==> config.mk <==
export PLATFORM = sky130hd
export DESIGN_NAME = chirp_phase_gen
export DESIGN_NICKNAME = d
export VERILOG_FILES = /design/src/rtl/chirp_phase_gen.sv
export SDC_FILE = /design/constraint.sdc
export NUM_CORES = 1
export LEC_CHECK = 0
export ABC_AREA = 1
export CORE_MARGIN = 1.5
export CORE_UTILIZATION = 45
export CTS_CLUSTER_DIAMETER = 50
export DETAILED_ROUTE_END_ITERATION = 16
export HOLD_SLACK_MARGIN = 0.05
export PLACE_DENSITY = 0.72
export SYNTH_ARGS = -nofsm -noshare
export SYNTH_HDL_FRONTEND = slang
export SYNTH_SLANG_ARGS = --single-unit
export TNS_END_PERCENT = 100
==> constraint.sdc <==
create_clock -name clk -period 1.9 [get_ports clk]
set_input_delay 0.285 -clock clk [delete_from_list [all_inputs] [get_ports clk]]
set_output_delay 0.285 -clock clk [all_outputs]
set_load 0.01 [all_outputs]
==> src/rtl/chirp_phase_gen.sv <==
// Frame-based FMCW chirp sequencer: linear frequency ramp integrated into a phase word,
// NUM_CHIRPS phase-coherent chirps per frame separated by idle gaps.
//
// state  | meaning
// IDLE   | waiting for start, outputs at rest
// RAMP   | emitting live ramp samples, sample counter counts down to 0
// GAP    | idle gap between chirps, gap counter counts down to 0
module chirp_phase_gen #(
    parameter int PHASE_WIDTH = 22,
    parameter int RAMP_LEN    = 256,
    parameter int GAP_LEN     = 32,
    parameter int NUM_CHIRPS  = 16,
    localparam int IDX_W      = (NUM_CHIRPS > 1) ? $clog2(NUM_CHIRPS) : 1
) (
    input  logic                   clk,
    input  logic                   reset,
    input  logic                   start,
    input  logic                   abort,
    input  logic [PHASE_WIDTH-1:0] f_start,
    input  logic [PHASE_WIDTH-1:0] f_slope,
    output logic [PHASE_WIDTH-1:0] phase,
    output logic                   phase_valid,
    output logic                   chirp_start,
    output logic [IDX_W-1:0]       chirp_idx,
    output logic                   busy,
    output logic                   frame_done
);

    localparam int SW = $clog2(RAMP_LEN);
    localparam int GW = (GAP_LEN > 1) ? $clog2(GAP_LEN) : 1;
    localparam logic [SW-1:0]    SAMP_FIRST = SW'(RAMP_LEN - 1);
    localparam logic [GW-1:0]    GAP_FIRST  = GW'(GAP_LEN - 1);
    localparam logic [IDX_W-1:0] IDX_LAST   = IDX_W'(NUM_CHIRPS - 1);

    typedef enum logic [1:0] {
        S_IDLE = 2'd0,
        S_RAMP = 2'd1,
        S_GAP  = 2'd2
    } state_t;

    state_t                 state, state_nxt;
    logic [SW-1:0]          samp_cnt, samp_nxt;
    logic [GW-1:0]          gap_cnt, gap_nxt;
    logic [PHASE_WIDTH-1:0] phase_r, phase_nxt;
    logic [PHASE_WIDTH-1:0] freq_r, freq_nxt;
    logic [PHASE_WIDTH-1:0] fs_r, fs_nxt;
    logic [PHASE_WIDTH-1:0] sl_r, sl_nxt;
    logic [IDX_W-1:0]       idx_r, idx_nxt;
    logic                   done_r, done_nxt;

    always_ff @(posedge clk) begin
        if (reset) begin
            state <= S_IDLE;
        end else begin
            state <= state_nxt;
        end
    end

    always_ff @(posedge clk) begin
        if (reset) begin
            samp_cnt <= '0;
            gap_cnt  <= '0;
            phase_r  <= '0;
            freq_r   <= '0;
            fs_r     <= '0;
            sl_r     <= '0;
            idx_r    <= '0;
            done_r   <= 1'b0;
        end else begin
            samp_cnt <= samp_nxt;
            gap_cnt  <= gap_nxt;
            phase_r  <= phase_nxt;
            freq_r   <= freq_nxt;
            fs_r     <= fs_nxt;
            sl_r     <= sl_nxt;
            idx_r    <= idx_nxt;
            done_r   <= done_nxt;
        end
    end

    always_comb begin
        state_nxt = state;
        samp_nxt  = samp_cnt;
        gap_nxt   = gap_cnt;
        phase_nxt = phase_r;
        freq_nxt  = freq_r;
        fs_nxt    = fs_r;
        sl_nxt    = sl_r;
        idx_nxt   = idx_r;
        done_nxt  = 1'b0;

        if (abort) begin
            state_nxt = S_IDLE;
            samp_nxt  = '0;
            gap_nxt   = '0;
            phase_nxt = '0;
            freq_nxt  = '0;
            idx_nxt   = '0;
        end else begin
            case (state)
                S_IDLE: begin
                    if (start) begin
                        state_nxt = S_RAMP;
                        samp_nxt  = SAMP_FIRST;
                        phase_nxt = '0;
                        freq_nxt  = f_start;
                        fs_nxt    = f_start;
                        sl_nxt    = f_slope;
                        idx_nxt   = '0;
                    end
                end
                S_RAMP: begin
                    if (samp_cnt == '0) begin
                        // phase and freq park at 0 so the phase output rests outside the ramp
                        phase_nxt = '0;
                        freq_nxt  = '0;
                        if (idx_r == IDX_LAST) begin
                            state_nxt = S_IDLE;
                            idx_nxt   = '0;
                            done_nxt  = 1'b1;
                        end else begin
                            state_nxt = S_GAP;
                            gap_nxt   = GAP_FIRST;
                        end
                    end else begin
                        samp_nxt  = samp_cnt - SW'(1);
                        phase_nxt = phase_r + freq_r;
                        freq_nxt  = freq_r + sl_r;
                    end
                end
                S_GAP: begin
                    if (gap_cnt == '0) begin
                        state_nxt = S_RAMP;
                        samp_nxt  = SAMP_FIRST;
                        phase_nxt = '0;
                        freq_nxt  = fs_r;
                        idx_nxt   = idx_r + IDX_W'(1);
                    end else begin
                        gap_nxt = gap_cnt - GW'(1);
                    end
                end
                default: begin
                    state_nxt = S_IDLE;
                end
            endcase
        end
    end

    assign phase       = phase_r;
    assign phase_valid = (state == S_RAMP);
    assign chirp_start = (state == S_RAMP) && (samp_cnt == SAMP_FIRST);
    assign chirp_idx   = idx_r;
    assign busy        = (state != S_IDLE);
    assign frame_done  = done_r;

endmodule

==> results by group <==
CTS
  – Clock Latency Late Sink: 0.36 ns
  – TritonCTS Buffers: 9
  – TritonCTS Sinks: 108
  – CTS tree: done
  – H-tree levels: 3
  – Root Buffer: clkbuf_16
  – CTS Buffer Depth: 2
  – Worst-path clk slew: 0.07 ns

STA
  – Final setup fails: 1
  – FMAX: 526 MHz
  – Worst setup margin: -0.00176 ns
  – Hold Vio Cnt, Final: 0
  – Final Hold Slack: 0.475 ns
  – Worst rel slew slack: 76.3%
  – Clock skew: 0.00934 ns
  – Period minus WS final: 1.90 ns
  – Least-Margin Pin Slew: 0.354 ns
  – RSZ-0062 raised after global routing: yes
  – Pins over their slew limit: 0
  – Period utilisation layout: 100%

Global routing
  – GRT Overall Usage: 26.3%
  – Initial antenna violation count: 0
  – Vias in the first global route: 7470
  – First-pass GRT wire length: 35.2 mm
  – GRT Residual Overflow: 0
  – Largest net degree at the start of global routing: 51

Synth
  – Cells after Synth: 1140
  – Post-synth top area cell: dfxtp_1
  – Syn_nets: 1241
  – Synth unique cells: 41
  – Top FF cell, synth: dfxtp_1
  – Top post-synthesis cells by area: dfxtp_1, nand2_1, ha_1
  – Top-count cell post-synth: nand2_1
  – Post-synth top area share: 29.6%
  – Yosys warnings: 0
  – Async SR Flop Fraction: 0%
  – Synthesized area: 7310 µm²
  – Post-synth EDFFs: 0
  – Commonest cells in the netlist: nand2_1, nor2_1, a21oi_1, inv_1, dfxtp_1
  – Syn avg cell area: 6.41 µm²
  – Seq cells post-synth: 108
  – Register area share after synthesis: 29.6%

Run status
  – Status: finished, violations left
  – Violated checks: setup timing

Placement
  – Cell Count Post-Placement: 1467
  – IO Port Bufs: 77
  – GPL Wtd Cong: 0.954
  – Hpwl dp: 16.0 mm

Finish
  – Fin nets: 1371
  – Layout cell share with drive strength beyond 1: 20.1%
  – Area Growth Syn to Fin: 33.8%
  – Fin util: 61.6%
  – # diodes: 0
  – Final cell count without fillers: 1491

Floorplanning
  – Core Rows: 46
  – Die area: 17000 µm²
  – Ports: 78
  – Core footprint: 15900 µm²
  – Starting Density: 46.0%
  – DIE WIDTH: 130 µm
  – Die Y: 130 µm

Min path
  – Worst hold path startpoint: gap_cnt[4]
  – HP Class: reg -> reg
  – Hold path depth: 2

Route
  – Drt drc: 0
  – Vias: 7922
  – Via/cell ratio: 5.31
  – Antenna Nets Post-Route: 0
  – Wire per inst: 14.8 µm
  – Post-Route WL: 22.1 mm
  – Drt initial violations: 529
  – Initial DRT Pass Iterations: 5

Critical path
  – Kind of critical path: reg -> reg
  – Crit-path leading delay family: simple AND/OR/NAND/NOR gates
  – CP cell instances: ha_4 > inv_2 > fa_2 > inv_2 > nand3_2 > nand3_4 > buf_4 > nand2_1 > nand3_1 > nand2_1 > nand3_2 > nand2_1 > nand2_1 > a21oi_2
  – Largest stage delay, worst path: 0.40 ns
  – CP bufs+invs: 3
  – Slowest stage cell, crit path: dfxtp_4
  – Setup crit start: freq_r[0]
  – Worst endpoint data arrival time: 2.15 ns
  – Critical Path Fanout Max: 4
  – FF-to-FF path depth: 14
  – Crit path depth: 14
  – CP most frequent cell: nand2_1
  – Setup crit start kind: flop
  – Required arrival time at the worst endpoint: 2.15 ns
  – R2r startpoint: freq_r[0]
  – CP endpoint kind: flop

Power
  – LEAKAGE: 4.40 nW
  – Power Density: 578 nW/µm²
  – Max VDD drop: 0.566 mV
  – Power Total: 5.65 mW

Job
  – Maxcap violations: 0
[what timing repair did]
action / CTS / global route
setup buffers: 0 / 8
hold buffers: 0 / 0
setup endpoints to repair: 40 / 57
gates resized for setup: 27 / 145
pin swaps: 5 / 29
[metrics by stage]
step / setup WS [ns] / instance area (µm²) / TNS [ns]
detailed placement: -0.197 / 8800 / -2.89
global placement: -0.158 / 8800 / -1.62
CTS: -0.00566 / 9180 / -0.0107
global route: -0.146 / 9780 / -1.36
finish: -0.00176 / 9780 / -0.00176
floorplan: 0.0290 / 7310 / 0
[path summary, 6_finish.rpt]
check	end	slack [ns]
max	freq_r[20]	-0.002
min	gap_cnt[4]	0.48
max reg2reg	freq_r[20]	-0.002
min reg2reg	gap_cnt[4]	0.48
[report_power, final]
part           switching (mW)  leakage [nW]  internal (mW)
Combinational           0.701          3.37          0.559
Clock                   0.895         0.146           1.00
Sequential              0.112         0.893           2.38
Total                    1.71          4.40           3.94
[layer usage]
layer	up-vias	GRT usage, %	routed length (µm)
met1	3678	33.6	10000
met5	-	0	0
li1	3979	-	-
met4	0	8.21	455
met3	37	4.36	1100
met2	228	45.4	10500
[sequential cells by signal (all words and copies together) (netlist names)]
| name | flops |
|---|---|
| freq_r | 22 |
| fs_r | 22 |
| phase | 22 |
| sl_r | 22 |
| samp_cnt | 8 |
| gap_cnt | 5 |
| chirp_idx | 4 |
| state | 2 |
| frame_done | 1 |
[kinds of logic after synthesis]
kind of cell,count (synthesis),synth area share (%)
adder cells (fa/ha/maj),53,9.28
AND/OR/NAND/NOR,575,33.5
buffers and inverters,153,8.34
AO/OA/AOI/OAI,232,17.0
flip-flops,108,29.6
XOR/XNOR,19,2.28
[cell type report]
type	count	area, µm²
tap	216	270
timing repair buffer	154	1450
sequential	108	2200
multi-input combinational	879	5110
clock buffer	13	270
fill	1495	6110
clock inverter	3	18.8
inverter	118	455
[worst min-delay path, stage by stage, from the launching register on]
cell and delay, ns:
dfxtp_1 0.32, nand2_1 0.06, a21oi_1 0.05
[cell usage in the layout (no fill, tap or decap), types with 5 or more instances in the layout]
cell             count
nand4_1             12
o21ai_1             11
nor2_1             153
nand3b_1             5
nor2_2              10
dfxtp_1             87
nand2_1            256
buf_4               67
a21oi_2             16
clkdlybuf4s50_1     74
nand3_2             11
nand3_1             59
nand2_2             23
buf_12               8
ha_4                18
dfxtp_2             17
or2_2               13
xor2_1              12
nor3_1              12
clkbuf_16            9
inv_2               10
a21oi_1             99
ha_2                 9
inv_1              105
ha_1                24
o21ai_0             85
xnor2_1              7
(Power assumes the default switching activity.)
